--- src/rtl/hazard3_domain_pwr_seq.sv ---
// Power-domain sequencer answering the pwrup_req/pwrup_ack 4-phase handshake.
// Orders power switch, clock enable, reset and isolation for domain up/down.
module hazard3_domain_pwr_seq #(
  parameter int W_CNT      = 8,
  parameter int PWR_SETTLE = 4,
  parameter int RST_HOLD   = 4,
  parameter int ISO_DELAY  = 2
) (
  input  logic clk,
  input  logic rst,
  input  logic pwrup_req,
  output logic pwrup_ack,
  input  logic pwr_good,
  output logic pwr_en,
  output logic dom_clk_en,
  output logic dom_rst,
  output logic iso_en,
  output logic pwr_fault
);

  typedef enum logic [3:0] {
    S_ON,
    S_ISO_ON,
    S_RST_ON,
    S_CLK_OFF,
    S_PWR_DOWN,
    S_OFF,
    S_PWR_UP,
    S_PWR_SETTLE,
    S_CLK_UP,
    S_RST_REL
  } state_t;

  localparam logic [W_CNT-1:0] SETTLE_LD = W_CNT'(PWR_SETTLE - 1);
  localparam logic [W_CNT-1:0] RST_LD    = W_CNT'(RST_HOLD - 1);
  localparam logic [W_CNT-1:0] ISO_LD    = W_CNT'(ISO_DELAY - 1);

  state_t           state_reg, state_next;
  logic [W_CNT-1:0] cnt_reg, cnt_next;
  logic [1:0]       sync_reg;
  // {pwr_en, dom_clk_en, dom_rst, iso_en, pwrup_ack}
  logic [4:0]       out_reg, out_next;
  logic             fault_reg, fault_next;
  logic             good_s;
  logic             cnt_zero;

  assign good_s   = sync_reg[1];
  assign cnt_zero = (cnt_reg == '0);

  always_comb begin
    state_next = state_reg;
    cnt_next   = cnt_reg;
    case (state_reg)
      S_ON: begin
        if (!pwrup_req) begin
          state_next = S_ISO_ON;
          cnt_next   = ISO_LD;
        end
      end
      S_ISO_ON: begin
        if (cnt_zero) begin
          state_next = S_RST_ON;
          cnt_next   = RST_LD;
        end else begin
          cnt_next = cnt_reg - 1'b1;
        end
      end
      S_RST_ON: begin
        if (cnt_zero) state_next = S_CLK_OFF;
        else          cnt_next   = cnt_reg - 1'b1;
      end
      S_CLK_OFF: state_next = S_PWR_DOWN;
      S_PWR_DOWN: begin
        if (!good_s) state_next = S_OFF;
      end
      S_OFF: begin
        if (pwrup_req) state_next = S_PWR_UP;
      end
      S_PWR_UP: begin
        if (good_s) begin
          state_next = S_PWR_SETTLE;
          cnt_next   = SETTLE_LD;
        end
      end
      S_PWR_SETTLE: begin
        if (cnt_zero) begin
          state_next = S_CLK_UP;
          cnt_next   = RST_LD;
        end else begin
          cnt_next = cnt_reg - 1'b1;
        end
      end
      S_CLK_UP: begin
        if (cnt_zero) begin
          state_next = S_RST_REL;
          cnt_next   = ISO_LD;
        end else begin
          cnt_next = cnt_reg - 1'b1;
        end
      end
      S_RST_REL: begin
        if (cnt_zero) state_next = S_ON;
        else          cnt_next   = cnt_reg - 1'b1;
      end
      default: state_next = S_ON;
    endcase
  end

  // Outputs are decoded from the next state so they flip on the entry edge.
  always_comb begin
    out_next = 5'b11001;
    case (state_next)
      S_ON:         out_next = 5'b11001;
      S_ISO_ON:     out_next = 5'b11011;
      S_RST_ON:     out_next = 5'b11111;
      S_CLK_OFF:    out_next = 5'b10111;
      S_PWR_DOWN:   out_next = 5'b00111;
      S_OFF:        out_next = 5'b00110;
      S_PWR_UP:     out_next = 5'b10110;
      S_PWR_SETTLE: out_next = 5'b10110;
      S_CLK_UP:     out_next = 5'b11110;
      S_RST_REL:    out_next = 5'b11010;
      default:      out_next = 5'b11001;
    endcase
  end

  always_comb begin
    fault_next = fault_reg;
    case (state_reg)
      S_ON, S_ISO_ON, S_RST_ON, S_CLK_OFF, S_PWR_SETTLE, S_CLK_UP, S_RST_REL:
        if (!good_s) fault_next = 1'b1;
      default: fault_next = fault_reg;
    endcase
  end

  always_ff @(posedge clk) begin
    if (rst) begin
      state_reg <= S_ON;
      cnt_reg   <= '0;
      sync_reg  <= 2'b11;
      out_reg   <= 5'b11001;
      fault_reg <= 1'b0;
    end else begin
      state_reg <= state_next;
      cnt_reg   <= cnt_next;
      sync_reg  <= {sync_reg[0], pwr_good};
      out_reg   <= out_next;
      fault_reg <= fault_next;
    end
  end

  assign pwr_en     = out_reg[4];
  assign dom_clk_en = out_reg[3];
  assign dom_rst    = out_reg[2];
  assign iso_en     = out_reg[1];
  assign pwrup_ack  = out_reg[0];
  assign pwr_fault  = fault_reg;

endmodule

--- config.mk ---
export PLATFORM = sky130hd
export DESIGN_NAME = hazard3_domain_pwr_seq
export DESIGN_NICKNAME = d
export VERILOG_FILES = /design/src/rtl/hazard3_domain_pwr_seq.sv
export SDC_FILE = /design/constraint.sdc
export NUM_CORES = 1
export LEC_CHECK = 0
export BUFFER_PORTS_ARGS = -buffer_cell sky130_fd_sc_hd__buf_2
export CAP_MARGIN = 20
export CORE_MARGIN = 2
export CORE_UTILIZATION = 55
export CTS_BUF_LIST = sky130_fd_sc_hd__clkbuf_4 sky130_fd_sc_hd__clkbuf_8 sky130_fd_sc_hd__clkbuf_16
export CTS_CLUSTER_DIAMETER = 60
export DETAILED_ROUTE_END_ITERATION = 6
export PLACE_DENSITY = 0.75
export REMOVE_ABC_BUFFERS = 1
export SLEW_MARGIN = 20
export SYNTH_ARGS = -nofsm -noshare
export SYNTH_HDL_FRONTEND = slang
export SYNTH_SLANG_ARGS = --single-unit
--- constraint.sdc ---
create_clock -name clk -period 2.9 [get_ports clk]
set_input_delay 0.29 -clock clk [delete_from_list [all_inputs] [get_ports clk]]
set_output_delay 0.29 -clock clk [all_outputs]
set_load 0.02 [all_outputs]
; Word-level counts from Yosys, hierarchy flattened
; Memories as Yosys holds them, arrays and structs flattened. A register that Yosys moved wholly into a read port is not among the register bits.
; Index checks and enable logic that the tools add are counted.
[word_totals]
romBits = 80
memories = 1
output_inout_bits = 6
in_bits = 4
elab_cells = 43
regBits = 15
[mem_list]
columns = memory, words, width, read_ports, rd_ports_with_merged_regs, write_ports, line_no
row1 = (no name shown), 16, 5, 1, 1, 0, 112  ; case (state_next)
[classes]
reduce_logical = 8
n_mux = 16
eq_ne = 12
bitwise_logic = 1
add_sub_neg = 1
[op_table]
columns = operator, n
row1 = $mux W8, 5
row2 = $pmux W4 S10, 1
row3 = $pmux W8 S5, 1
row4 = $mux W4, 9
row5 = $eq A4 B3 Y1 const B, 4
row6 = $eq A4 B2 Y1 const B, 2
row7 = $eq A4 B4 Y1 const B, 2
row8 = $logic_not A8 Y1, 1
row9 = $sub A8 B1 Y8 const B, 1
row10 = $reduce_or A7 Y1, 1
row11 = $ne A2 B2 Y1 const B, 3
row12 = $reduce_bool A5 Y1, 1
row13 = $eq A4 B1 Y1 const B, 1
row14 = $logic_not A4 Y1, 1
row15 = $reduce_and A4 Y1, 1
row16 = $reduce_or A2 Y1, 2
row17 = $reduce_and A2 Y1, 1
row18 = $not A1 Y1, 1

; Depth between registers and ports, before layout
; Gate-level depths: netlist of the first run.
[depth]
ltp_word = 4
mapped_depth = 7
ltp_nobuf = 7

; Worst setup path after synthesis of the first run
; OpenSTA, ideal clock, no wires.
[synth_timing]
path_type = reg2reg
start = register cnt_reg[0]
end = register cnt_reg[2]
arrival_time_ns = 1.878
n_path_buf = 0
t_required_ns = 2.757
slack_ns = 0.880
stages_incl_launch_ff = 8
setup_ns = 0.143
period_less_slack_ns = 2.020
cell_sequence = dfxtp_1 -> inv_1 -> ha_1 -> or4b_2 -> nor2_1 -> o21ai_0 -> o21ai_0 -> a21oi_1
[synth_via]
elab_chain_cells = 3
word_cells_on_any_way = 8
classes_between = add/sub: 1 / eq/ne: 1 / mux: 4 / reduce/logical: 2
[synth_lines]
columns = item, line_no
row1 = from (decl), 39  ; logic [W_CNT-1:0] cnt_reg, cnt_next;
row2 = from (signal assigned), 145  ; cnt_reg <= cnt_next;
row3 = $sub A8 B1 Y8 or $logic_not A8 Y1 (tied branches), --
row4 = "$mux W8, or another cell as far along", "69, 102"
row5 = $pmux W8 S5 or $reduce_and A4 Y1 (tied branches), --
; Parallel ways exist; a longest one is shown, timed or not. The select of a mux whose other input is x is not followed.
; A chain may end at the register's enable or synchronous reset.

; Worst setup path after layout of the first run
; Ends and elaborated chain as after synthesis.

==> results of run 1 <==
[routing by layer]
| metal | global-route usage (%) | part of all wire [%] | routed length (um) |
|---|---|---|---|
| met1 | 26.3 | 45 | 1080 |
| met2 | 37.4 | 49 | 1170 |
| met3 | 3.68 | 3.6 | 86 |
| met4 | 12.9 | 2.3 | 55 |
| met5 | 0 | 0 | 0 |
[worst max-delay path: cells and delay by family (launching register included)]
family | cells | cell delay (ns)
buffers and inverters | 1 | 0.08
DFF | 1 | 0.35
and+or+nand+nor | 2 | 0.88
adders and majority gates | 1 | 0.19
AOI/OAI and AO/OA | 3 | 0.76
[layout by cell type (no fill, tap or decap), types with 2 or more instances in the layout]
master,count
or2_2,4
or3_1,6
nor2_1,13
o41ai_1,2
buf_2,9
and4b_1,2
o31ai_1,4
o221ai_1,2
a21oi_1,15
xor2_1,2
nor4b_1,2
clkbuf_4,3
dfxtp_1,20
a31oi_1,2
o21ai_0,7
a221oi_1,2
o221a_2,2
nor2b_1,5
mux2i_1,3
inv_1,4
or4_2,2
or4b_2,2
or4_1,3
nand2b_1,3
nand2_1,6
[cells by family (layout without fill, tap and decap cells)]
group	Yosys count	count (layout)	synth area share [%]
AOI/OAI and AO/OA	42	42	24.7
xor gates and xnor gates	2	2	1.55
adders and majority gates	2	2	2.00
buffers and inverters	12	18	4.32
DFF	20	20	35.5
muxes	3	3	2.66
and+or+nand+nor	55	55	29.3
[cell usage after synthesis, types with 3 or more instances]
master / count
a21oi_1: 15
or3_1: 6
clkbuf_1: 4
inv_1: 4
buf_2: 3
mux2i_1: 3
nand2b_1: 3
dfxtp_1: 20
or2_2: 4
nor2_1: 13
nand2_1: 6
o21ai_0: 7
o31ai_1: 4
nor2b_1: 5
or4_1: 3
[worst max-delay path by stage]
stage	startpoint	end	slack, ns	cells after the start
after floorplan	cnt_reg[0]	cnt_reg[2]	0.88	7
after global placement	cnt_reg[0]	cnt_reg[5]	0.59	7
after detailed placement	cnt_reg[0]	cnt_reg[2]	0.51	7
after global routing	state_reg[2]	cnt_reg[2]	0.23	5
after CTS	cnt_reg[0]	cnt_reg[2]	0.52	7
final	cnt_reg[0]	cnt_reg[2]	0.51	7
[power breakdown]
group | total [mW] | switching [mW] | internal (mW)
Sequential | 0.491 | 0.124 | 0.367
Combinational | 0.905 | 0.502 | 0.403
Clock | 0.171 | 0.0939 | 0.0769
Total | 1.57 | 0.720 | 0.847
[metrics by stage]
stage          util, %  hold WS, ns
2_1_floorplan        -        0.359
3_3_place_gp      60.8        0.396
3_5_place_dp      60.8        0.397
4_1_cts           62.7        0.139
5_1_grt           62.7        0.155
6_report          62.7        0.139
[cell type report]
type | instances | area share (%)
multi-input cells | 104 | 55.8
flip-flops and latches | 20 | 32.9
inverters | 4 | 1.23
repair buffers | 10 | 4.32
well taps | 27 | 2.77
clock buffers | 4 | 2.98
==> results.toml, run 1 <==
[status]
status = "complete, no violations"

[timing]
setup_viol = 0
final_hold_viol_count = 0
tns_ns = 0
rsz0062_at_grt = "no"
tightestPinTransition_ns = 0.923
fin_skew_ns = 0.00728
fin_crit_sh_pct = 82.4
min_period_ns = 2.39
fin_ws_ns = 0.511
slew_headroom_pct = 38.2
fmax_mhz = 419
maxSlewViolCount = 0

[place]
placedCellCount = 165
place.gp.congestion = 0.831
dpl_worst_slack_ns = 0.514
port_buffers = 9
placed_cell_area_um2 = 1180
dpl.hpwl_um = 1670

[worst_hold_path]
hold_end = "sync_reg[0]"
hold_depth = 2
hp-class = "input port to register"
min_from = "pwr_good"

[critical_path]
cp_slowest_cell = "or4b_2"
crit_top_cell = "o21ai_0"
r2r-start = "cnt_reg[0]"
r2r_setup_slack_ns = 0.51
path_cells = "inv_1 > ha_1 > or4b_2 > nor2_1 > o21ai_0 > o21ai_0 > a21oi_1"
start_kind = "register"
max_stage_delay_ns = 0.65
critPathKind = "register to register"
reg2reg_to = "cnt_reg[2]"
crit_required_ns = 3.08
critical_path_arrival_ns = 2.57
path_max_fanout = 6
reg2regPathDepth = 7
end_kind = "register"

[floorplan]
die_h_um = 49.3
core_area_um2 = 1940
die_w_um = 49.3
dieArea_um2 = 2430
start_util_pct = 58.1
io_pins = 10
core.rowCount = 16

[detailed_routing]
first_pass_iters = 4
wl_per_cell_um = 14.2
routed_wl_um = 2400
route.detailed.drc = 0
viasPerCell = 6.22
postRouteAntennaNets = 0
drtIter0Drc = 34
vias = 1052

[synthesis]
synth.largest_area_cell = "dfxtp_1"
netlist_area_um2 = 1130
avgSynthCellArea_um2 = 8.30
synthFlopType = "dfxtp_1"
synth_edf_count = 0
synthCells = 136
ys_async_sr_fraction_pct = 0
synth_top_area_share_pct = 35.5
ys.warnings.count = 0
synth.distinct_cells = 41
yosysSeqAreaShare_pct = 35.5
synth.area.top_cells = "dfxtp_1 35%, a21oi_1 6.7%, nor2_1 4.3%"
synth_seq_cells = 20

[final_layout]
num-nets-final = 148
finish.instance_area_um2 = 1220
fillers = 182
seqCellArea_um2 = 400
n_antenna_cell = 0
fin_cells = 169
drive_above_1_share_pct = 18.3
multi_input_area_um2 = 679
largest_reg_flops = 8
syn_to_final_growth_pct = 7.87

[clock_tree]
clock_path_buffers = 2
cts_setup_buffers = 0
cts_tree = "yes"
numCtsBuffers = 3
cts.sinks = 20
cts_htree_levels = 1
post_cts_resized = 0
clk_pin_slew_ns = 0.12
cts_hold_buffers = 0
cts-root-buf = "clkbuf_4"
clock_latency_ns = 0.32

[global_routing]
grt_max_degree = 18
grt_pass1_wl_um = 4130
overflow = 0
antenna_found_initial = 0
grt_use_total_pct = 22.2
grt_pass1_vias = 931

[pwr]
ir_drop_mv = 0.668
p_per_area_nw_per_um2 = 1290
power_mw = 1.57
p_leak_nw = 0.466

[job]
cap_violations = 0
No activity file was read; power rests on OpenSTA's default activity.
==> inputs of run 2 (changes only) <==
==> constraint.sdc (replaced) <==
create_clock -name clk -period 2.2 [get_ports clk]
set_input_delay 0.22 -clock clk [delete_from_list [all_inputs] [get_ports clk]]
set_output_delay 0.22 -clock clk [all_outputs]
set_load 0.02 [all_outputs]
==> results.toml, run 2 (synthesis gave the netlist of run 1 again) <==
[status]
status = "complete, no violations"

[critical_path]
reg2regPathDepth = 9
r2r_setup_slack_ns = 0.13
crit_required_ns = 2.45
max_stage_delay_ns = 0.61
end_kind = "register"
path_max_fanout = 5
critPathBufInv = 3
path_cells = "inv_1 > ha_1 > nor4b_1 > buf_4 > nand2_2 > nor2_1 > buf_4 > or4b_2 > a21oi_1"
critical_path_arrival_ns = 2.32
reg2reg_to = "cnt_reg[5]"
cp_slowest_cell = "or4b_2"
crit_top_cell = "buf_4"
path_delay_family = "simple AND/OR/NAND/NOR gates"
start_kind = "register"
r2r-start = "cnt_reg[0]"
critPathKind = "register to register"

[clock_tree]
clk_pin_slew_ns = 0.12
cts_setup_buffers = 0
cts_htree_levels = 1
cts-root-buf = "clkbuf_4"
clock_latency_ns = 0.31
numCtsBuffers = 3
cts.sinks = 20
cts_tree = "yes"
clock_path_buffers = 2

[final_layout]
syn_to_final_growth_pct = 16.9
n_antenna_cell = 0
finish.instance_area_um2 = 1320
final_common_cell = "dfxtp_1"
final_cell_mix = "20 x dfxtp_1, 15 x a21oi_1, 13 x nor2_1"
drive_above_1_share_pct = 24.8
largest_reg_flops = 8
num-nets-final = 159

[global_routing]
overflow = 0
grt_pass1_vias = 1024
grt_max_degree = 14
grt_use_total_pct = 22.9
grt_pass1_wl_um = 4310
antenna_found_initial = 0

[detailed_routing]
vias = 1094
postRouteAntennaNets = 0
wl_per_cell_um = 13.6
drtIter0Drc = 21
route.detailed.drc = 0
viasPerCell = 6.08
first_pass_iters = 4
routed_wl_um = 2460

[pwr]
p_leak_nw = 0.528
ir_drop_mv = 0.995
power_mw = 2.32
p_per_area_nw_per_um2 = 1760

[place]
place.gp.congestion = 0.877
port_buffers = 9
dpl.hpwl_um = 1810
placed_cell_area_um2 = 1260

[floorplan]
io_pins = 10
start_util_pct = 58.1
core_area_um2 = 1940
dieArea_um2 = 2430
die_h_um = 49.3
die_w_um = 49.3
core.rowCount = 16

[timing]
min_period_ns = 2.07
fmax_mhz = 483
maxSlewViolCount = 0
fin_crit_sh_pct = 94.0
slew_headroom_pct = 62.8
fin_skew_ns = 0.00583
rsz0062_at_grt = "no"
tightestPinTransition_ns = 0.554
setup_viol = 0
whs_ns = 0.0845
tns_ns = 0
final_hold_viol_count = 0

[worst_hold_path]
hp-class = "input port to register"
hold_depth = 2
min_from = "pwr_good"
hold_end = "sync_reg[0]"

[job]
cap_violations = 0
[run 2: changes by cell type in the layout (fill, tap and decap cells not counted)]
cell | before | now
buf_4 | 1 | 12
clkbuf_8 | 1 | 0
bufinv_16 | 0 | 1
nand2_2 | 0 | 1
nand2_1 | 6 | 5
[run 2: worst max-delay path by stage]
stage | start | to | slack, ns | depth (start not counted)
floorplan | cnt_reg[0] | cnt_reg[2] | 0.18 | 7
global placement | cnt_reg[0] | cnt_reg[5] | 0.19 | 9
detailed placement | cnt_reg[0] | cnt_reg[5] | 0.12 | 9
CTS | cnt_reg[0] | cnt_reg[5] | 0.08 | 9
global route | cnt_reg[1] | cnt_reg[3] | 0.02 | 8
finish | cnt_reg[0] | cnt_reg[5] | 0.13 | 9
[run 2: layout make-up]
type,instances,area (um2)
well taps,27,33.8
multi-input cells,104,682
flip-flops and latches,20,400
inverters,4,15.0
repair buffers,21,135
clock buffers,3,22.5
fillers,173,623
clock inverters,1,30.0
[run 2: stage by stage]
step                      util, %  worst slack, ns  cells
after floorplan                 -            0.180    128
after global placement       65.1            0.192    176
after detailed placement     65.1            0.124    176
after CTS                    67.8           0.0850    180
after global routing         67.9           0.0161    180
final                        67.9            0.131    180
[run 2: layer usage]
metal / vias up / wire (um) / global-route usage (%)
met5: - / 0 / 0
met2: 26 / 1260 / 41.7
met1: 512 / 1040 / 25.9
li1: 547 / - / -
met4: 0 / 68 / 9.52
met3: 9 / 91 / 3.99
[run 2: power breakdown]
part	internal [mW]	switching [mW]	total [mW]
logic	0.653	0.738	1.39
clock network	0.184	0.120	0.304
registers	0.484	0.136	0.620
total	1.32	0.994	2.32
[run 2: timing repair]
item,in CTS,in global routing
hold buffers,0,0
resized for setup,0,1
endpoints found under the setup margin,0,1
